File: config.mk
export PLATFORM = sky130hd
export DESIGN_NAME = instr_encoder_loader
export DESIGN_NICKNAME = d
export VERILOG_FILES = /design/src/rtl/riscv_pkg.sv /design/src/rtl/instr_pack.sv /design/src/rtl/instr_encoder_loader.sv
export SDC_FILE = /design/constraint.sdc
export NUM_CORES = 1
export LEC_CHECK = 0
export CORE_MARGIN = 1.5
export CORE_UTILIZATION = 29
export CTS_CLUSTER_SIZE = 8
export DETAILED_ROUTE_END_ITERATION = 8
export PLACE_DENSITY_LB_ADDON = 0.2
export SLEW_MARGIN = 20
export SYNTH_ARGS = -nofsm -noshare
export SYNTH_HDL_FRONTEND = slang
export SYNTH_HIERARCHICAL = 1
export SYNTH_SLANG_ARGS = --single-unit
File: constraint.sdc
create_clock -name clk -period 2.3 [get_ports clk]
set_input_delay 0.46 -clock clk [delete_from_list [all_inputs] [get_ports clk]]
set_output_delay 0.46 -clock clk [all_outputs]
set_load 0.02 [all_outputs]
File: src/rtl/riscv_pkg.sv
// ----------------------------------------------------------------------------
// riscv_pkg
// Shared RV32I definitions used by the instruction encoder/loader and the
// opcode decoder: instruction-format codes, base opcodes and a helper that
// checks whether an opcode belongs to a given format.
// ----------------------------------------------------------------------------
package riscv_pkg;

  // Instruction format codes as carried on fmt_i; 6 and 7 are invalid.
  typedef enum logic [2:0] {
    FMT_R = 3'd0,
    FMT_I = 3'd1,
    FMT_S = 3'd2,
    FMT_B = 3'd3,
    FMT_U = 3'd4,
    FMT_J = 3'd5
  } fmt_e;

  localparam logic [6:0] R_TYPE       = 7'h33;
  localparam logic [6:0] I_TYPE_LOGIC = 7'h13;
  localparam logic [6:0] I_TYPE_JUMP  = 7'h67;
  localparam logic [6:0] U_TYPE       = 7'h37;
  localparam logic [6:0] B_TYPE       = 7'h63;
  localparam logic [6:0] S_TYPE       = 7'h23;
  localparam logic [6:0] I_TYPE_LOAD  = 7'h03;
  localparam logic [6:0] J_TYPE       = 7'h6F;

  // True when op is one of the supported opcodes and matches fmt.
  function automatic logic opcode_fits_fmt(input logic [2:0] fmt,
                                           input logic [6:0] op);
    logic ok;
    ok = 1'b0;
    case (fmt)
      FMT_R:   ok = (op == R_TYPE);
      FMT_I:   ok = (op == I_TYPE_LOGIC) || (op == I_TYPE_JUMP) ||
                    (op == I_TYPE_LOAD);
      FMT_S:   ok = (op == S_TYPE);
      FMT_B:   ok = (op == B_TYPE);
      FMT_U:   ok = (op == U_TYPE);
      FMT_J:   ok = (op == J_TYPE);
      default: ok = 1'b0;
    endcase
    return ok;
  endfunction

endpackage

File: src/rtl/instr_pack.sv
// ----------------------------------------------------------------------------
// instr_pack
// Purely combinational RV32I field packer: assembles opcode/register/funct/
// immediate fields into a 32-bit instruction word for formats R, I, S, B, U, J.
// Optional build macro: ILLEGAL_OPCODE_CHECK_EN - when defined, valid_o also
// requires the opcode to be a supported one consistent with fmt_i.
// Ports:
//   fmt_i      format code (0=R 1=I 2=S 3=B 4=U 5=J, 6..7 invalid)
//   opcode_i, rd_i, rs1_i, rs2_i, funct3_i, funct7_i, imm_i  instruction fields
//   word_o     packed instruction (0 when fmt_i is invalid)
//   valid_o    request may be written
// ----------------------------------------------------------------------------
module instr_pack
  import riscv_pkg::*;
(
  input  logic [2:0]  fmt_i,
  input  logic [6:0]  opcode_i,
  input  logic [4:0]  rd_i,
  input  logic [4:0]  rs1_i,
  input  logic [4:0]  rs2_i,
  input  logic [2:0]  funct3_i,
  input  logic [6:0]  funct7_i,
  input  logic [31:0] imm_i,
  output logic [31:0] word_o,
  output logic        valid_o
);

  logic fmt_ok;

  // NOTE: every output of a combinational block gets a default first, so no
  // path through the case leaves it unassigned and infers a latch.
  always_comb begin
    word_o = '0;
    fmt_ok = 1'b1;
    case (fmt_i)
      FMT_R: word_o = {funct7_i, rs2_i, rs1_i, funct3_i, rd_i, opcode_i};
      FMT_I: word_o = {imm_i[11:0], rs1_i, funct3_i, rd_i, opcode_i};
      FMT_S: word_o = {imm_i[11:5], rs2_i, rs1_i, funct3_i, imm_i[4:0], opcode_i};
      // Branch/jump immediates are byte offsets; bit 0 is implicitly zero.
      FMT_B: word_o = {imm_i[12], imm_i[10:5], rs2_i, rs1_i, funct3_i,
                       imm_i[4:1], imm_i[11], opcode_i};
      FMT_U: word_o = {imm_i[31:12], rd_i, opcode_i};
      FMT_J: word_o = {imm_i[20], imm_i[10:1], imm_i[11], imm_i[19:12],
                       rd_i, opcode_i};
      default: fmt_ok = 1'b0;
    endcase
  end

`ifdef ILLEGAL_OPCODE_CHECK_EN
  assign valid_o = fmt_ok && opcode_fits_fmt(fmt_i, opcode_i);
`else
  assign valid_o = fmt_ok;
`endif

endmodule

File: src/rtl/instr_encoder_loader.sv
// ----------------------------------------------------------------------------
// instr_encoder_loader
// Accepts field-level RV32I instruction requests, packs them into 32-bit words
// and writes them sequentially to an instruction-memory write port starting
// at BASE_ADDR. Used by boot/self-test logic to load programs.
// Optional build macro: ILLEGAL_OPCODE_CHECK_EN (opcode legality/consistency
// check inside instr_pack; violations are flagged like an invalid format).
// Ports:
//   clk, reset         clock; asynchronous active-low reset
//   start_i            synchronous clear of load pointer, count and error
//   req_valid_i/req_ready_o  request handshake
//   fmt_i, opcode_i, rd_i, rs1_i, rs2_i, funct3_i, funct7_i, imm_i  fields
//   mem_we_o, mem_addr_o, mem_wdata_o  memory write port (one-cycle strobe)
//   count_o            words written since reset/start
//   full_o             count_o == DEPTH
//   err_o              sticky invalid-request flag
// ----------------------------------------------------------------------------
module instr_encoder_loader
  import riscv_pkg::*;
#(
  parameter int unsigned DEPTH     = 64,
  parameter logic [31:0] BASE_ADDR = 32'h0040_0000,
  localparam int unsigned CW       = $clog2(DEPTH + 1)
) (
  input  logic          clk,
  input  logic          reset,
  input  logic          start_i,
  input  logic          req_valid_i,
  output logic          req_ready_o,
  input  logic [2:0]    fmt_i,
  input  logic [6:0]    opcode_i,
  input  logic [4:0]    rd_i,
  input  logic [4:0]    rs1_i,
  input  logic [4:0]    rs2_i,
  input  logic [2:0]    funct3_i,
  input  logic [6:0]    funct7_i,
  input  logic [31:0]   imm_i,
  output logic          mem_we_o,
  output logic [31:0]   mem_addr_o,
  output logic [31:0]   mem_wdata_o,
  output logic [CW-1:0] count_o,
  output logic          full_o,
  output logic          err_o
);

  typedef enum logic {ST_IDLE, ST_WRITE} state_e;

  localparam logic [CW-1:0] DEPTH_C = CW'(DEPTH);

  state_e        state_q, state_d;
  logic [CW-1:0] count_q, count_d;
  logic          err_q, err_d;
  logic [31:0]   addr_q, addr_d;
  logic [31:0]   wdata_q, wdata_d;

  logic [31:0]   pack_word;
  logic          pack_valid;
  logic          accept;

  instr_pack u_pack (
    .fmt_i    (fmt_i),
    .opcode_i (opcode_i),
    .rd_i     (rd_i),
    .rs1_i    (rs1_i),
    .rs2_i    (rs2_i),
    .funct3_i (funct3_i),
    .funct7_i (funct7_i),
    .imm_i    (imm_i),
    .word_o   (pack_word),
    .valid_o  (pack_valid)
  );

  assign full_o = (count_q == DEPTH_C);
  // Gated by reset so the handshake is closed while reset is held.
  assign req_ready_o = reset && (state_q == ST_IDLE) && !full_o && !start_i;
  assign accept      = req_valid_i && req_ready_o;

  always_comb begin
    state_d = state_q;
    count_d = count_q;
    err_d   = err_q;
    addr_d  = addr_q;
    wdata_d = wdata_q;
    case (state_q)
      ST_IDLE: begin
        if (start_i) begin
          count_d = '0;
          err_d   = 1'b0;
        end else if (accept) begin
          if (pack_valid) begin
            wdata_d = pack_word;
            addr_d  = BASE_ADDR + (32'(count_q) << 2);
            state_d = ST_WRITE;
          end else begin
            err_d = 1'b1;
          end
        end
      end
      ST_WRITE: begin
        state_d = ST_IDLE;
        // A start during the write lets the strobe finish but discards the
        // increment, so the pointer lands on 0 rather than 1.
        if (start_i) begin
          count_d = '0;
          err_d   = 1'b0;
        end else begin
          count_d = count_q + CW'(1);
        end
      end
      default: state_d = ST_IDLE;
    endcase
  end

  // NOTE: sequential state uses non-blocking assignments so every register
  // samples the pre-edge values, independent of statement order.
  always_ff @(posedge clk or negedge reset) begin
    if (!reset) begin
      state_q <= ST_IDLE;
      count_q <= '0;
      err_q   <= 1'b0;
      addr_q  <= BASE_ADDR;
      wdata_q <= '0;
    end else begin
      state_q <= state_d;
      count_q <= count_d;
      err_q   <= err_d;
      addr_q  <= addr_d;
      wdata_q <= wdata_d;
    end
  end

  // Strobe decoded straight from the state register so an async reset
  // drops it immediately.
  assign mem_we_o    = (state_q == ST_WRITE);
  assign mem_addr_o  = addr_q;
  assign mem_wdata_o = wdata_q;
  assign count_o     = count_q;
  assign err_o       = err_q;

endmodule

==> flow_summary.ini <==
[sta]
rsz0062_at_grt = no
fin_hold_ws_ns = 0.289
finalCritPeriodShare = 0.925
fmax_ghz = 0.470
layout_min_cycle_time_ns = 2.13
worst_pin_slew_ns = 0.719
slew_violations = 0
clock-skew-final_ns = 0.00764
finalHoldViolCount = 0
setup-tns-final_ns = 0
slew_headroom = 0.520
setup_viol = 0

[finish]
drive_gt1_frac = 0.212
regArea_mm2 = 0.00120
final_common_cell = clkdlybuf4s50_1
multi_input_area_mm2 = 0.00124
mostFrequentLayoutCells = clkdlybuf4s50_1, dfrtp_1, mux2_2
num_antenna_cells = 0
fillers = 882
fin_nets = 445
area_growth_syn_to_layout_pct = 52.3
final_core_util = 0.463

[worst_setup_path]
path_depth = 4
worstSetupPathType = register to output port
critPathArrivalTime_ns = 1.67
crit_fanout = 4
crit_chain = nor4_2 -> and3_2 -> nor3_1 -> dlygate4sd2_1
worstSetupEndpointType = output port
crit_buf_inv = 1
rr_worst_depth = 6
startpoint_type = register
cpPeakStageDelay_ns = 0.41
cp.required_ns = 1.84
critPathSlowestCell = dfrtp_1
path_delay_family = simple AND/OR/NAND/NOR gates

[place]
io_buffers = 120
routabilityCongestion = 0.767
dp_hpwl_um = 5690

[power_and_ir_drop]
total_power_w = 0.00263
intPower_w = 0.00184
p_switching_w = 0.000798
p_per_area_mw_per_mm2 = 643
power_frac_clock = 0.249
p_leak_nw = 1.79
power_frac_seq = 0.399
peakVddDrop_mv = 0.272
switching_share = 0.303
combPwrFrac = 0.352

[routing]
ant_nets = 0
first_pass_iters = 4
vias_per_cell = 4.61
drtIter0Drc = 29
highest_layer = met4
met2_length_um = 3720
met3_length_um = 493
via_count = 2219
wl_per_cell_um = 15.5
drc = 0
wl_met1_um = 3230
wl_um = 7460

[global_route]
antenna_found_initial = 0
overflow = 0
grt_use_total = 0.155
grt_pass1_vias = 2297
grt_pass1_wl_um = 11900
grt_max_degree = 49

[logic_synthesis]
synthMuxAreaShare = 0.190
post_synth.cell_area_avg_um2 = 11.2
synthAdderAreaFrac = 0.00930
async_reset_ff_frac = 1.00
synth-seq-cells = 48
synthCells = 240
synth_compound_area_frac = 0.129
synth-simple-area-share = 0.0823
synth-edff-count = 0
yosysUniqueCellTypes = 35
yosys_warnings = 6
synth_flop_cell = dfrtp_1
synth-xor-area-share = 0.0130
seq_area_frac_synth = 0.447
synth_area_mm2 = 0.00269
synth_top_family_by_area = multiplexers

[status]
outcome = finished clean

[floorplan]
rows = 34
fp.dieW_um = 99.3
dieArea_mm2 = 0.00986
core_mm2 = 0.00885
initial_utilization = 0.304
die_h_um = 99.3
pin_count = 146

[clocking]
cts_buffers = 5
insertion_delay_ns = 0.30
clock-sinks = 48
clkTransAtPathRegs_ns = 0.10
cts_tree = done
h-tree-depth = 2
post_cts_buffers = 0
postCtsHoldBufs = 0
cts_buffer_depth = 2
cts_root_buf = clkbuf_8

[run]
maxCapViolCount = 0

[min_path]
min_path_type = input pin to asynchronous set/reset pin
synth_stat cells, drive strengths merged (2+ instances only):
cell type / instances / area share
nor2: 6 / 0.0084
ha: 2 / 0.0093
a22oi: 18 / 0.054
buf: 37 / 0.11
mux2: 43 / 0.18
a21oi: 4 / 0.0074
a22o: 5 / 0.016
dfrtp: 48 / 0.45
o21ai: 10 / 0.019
nand2: 13 / 0.018
nor4: 2 / 0.010
and2: 7 / 0.016
conb: 2 / 0.0028
mux2i: 2 / 0.0074
o22ai: 6 / 0.014
nand4: 2 / 0.0047
o2bb2ai: 5 / 0.016
xor2: 3 / 0.0098
clkbuf: 2 / 0.0028
or3: 2 / 0.0047
nor2b: 3 / 0.0098
inv: 12 / 0.017
through the flow:
stage	setup slack, ns	cell area, µm²	std cells
CTS	0.0867	4090	481
detailed placement	0.0593	3970	473
floorplan	0.237	2780	263
finish	0.172	4100	481
global placement	0.0883	3970	473
global route	0.0412	4100	481
what timing repair did:
action,in CTS,in global routing
cloned,0,0
pin swaps,1,1
resized for setup,3,1
setup endpoints to repair,2,1
state kept, by name, summed over array words and instances, names as in the netlist:
name,cells
mem_wdata_o,32
count_o,7
mem_addr_o,7
err_o,1
mem_we_o,1
routing by layer:
layer  vias to the layer above  global-route usage
met5                         -                   0
met4                         0              0.0325
met3                         2              0.0401
met2                        85               0.274
met1                      1076               0.191
li1                       1056                   -
final timing paths:
path,start,end,slack (ns)
worst min register to register,mem_wdata_o[14]$_DFFE_PN0P_,mem_wdata_o[14]$_DFFE_PN0P_,0.50
worst max register to register,count_o[0]$_DFFE_PN0N_,mem_wdata_o[22]$_DFFE_PN0P_,0.41
worst max-delay path,count_o[2]$_DFFE_PN0N_,req_ready_o,0.17
max in group asynchronous,reset,mem_wdata_o[30]$_DFFE_PN0P_,1.59
worst min-delay path,reset,mem_wdata_o[6]$_DFFE_PN0P_,0.29
min in group clk,mem_wdata_o[14]$_DFFE_PN0P_,mem_wdata_o[14]$_DFFE_PN0P_,0.50
power groups by stage:
stage	Sequential, W	Combinational (W)	Clock (W)
after floorplan	0.00124	0.000303	0
after global placement	0.00107	0.000921	0
after detailed placement	0.00107	0.000936	0
after CTS	0.00106	0.000938	0.000679
after global routing	0.00108	0.000990	0.000715
final	0.00105	0.000926	0.000655
worst register-to-register path, stage by stage, from the launching register on:
cell     delay (ns)
dfrtp_1        0.35
inv_1          0.05
ha_1           0.19
and3_2         0.22
nor4_4         0.31
buf_4          0.30
mux2_2         0.36
logic make-up (layout without fill, tap and decap cells):
kind of cell / after synthesis / count (layout)
AOI/OAI and AO/OA: 49 / 49
xor gates and xnor gates: 4 / 4
adders and majority gates: 2 / 2
buffers and inverters: 51 / 161
DFF: 48 / 48
muxes: 45 / 45
other: 2 / 25
and+or+nand+nor: 39 / 39
area by class of cell:
| type | count | share of cell area |
|---|---|---|
| clock inverter | 2 | 0.00947 |
| tap | 108 | 0.0330 |
| timing repair buffer | 141 | 0.330 |
| sequential | 48 | 0.293 |
| clock buffer | 6 | 0.0202 |
| inverter | 12 | 0.0110 |
| multi-input combinational | 164 | 0.303 |
No activity file was read; power rests on OpenSTA's default activity.
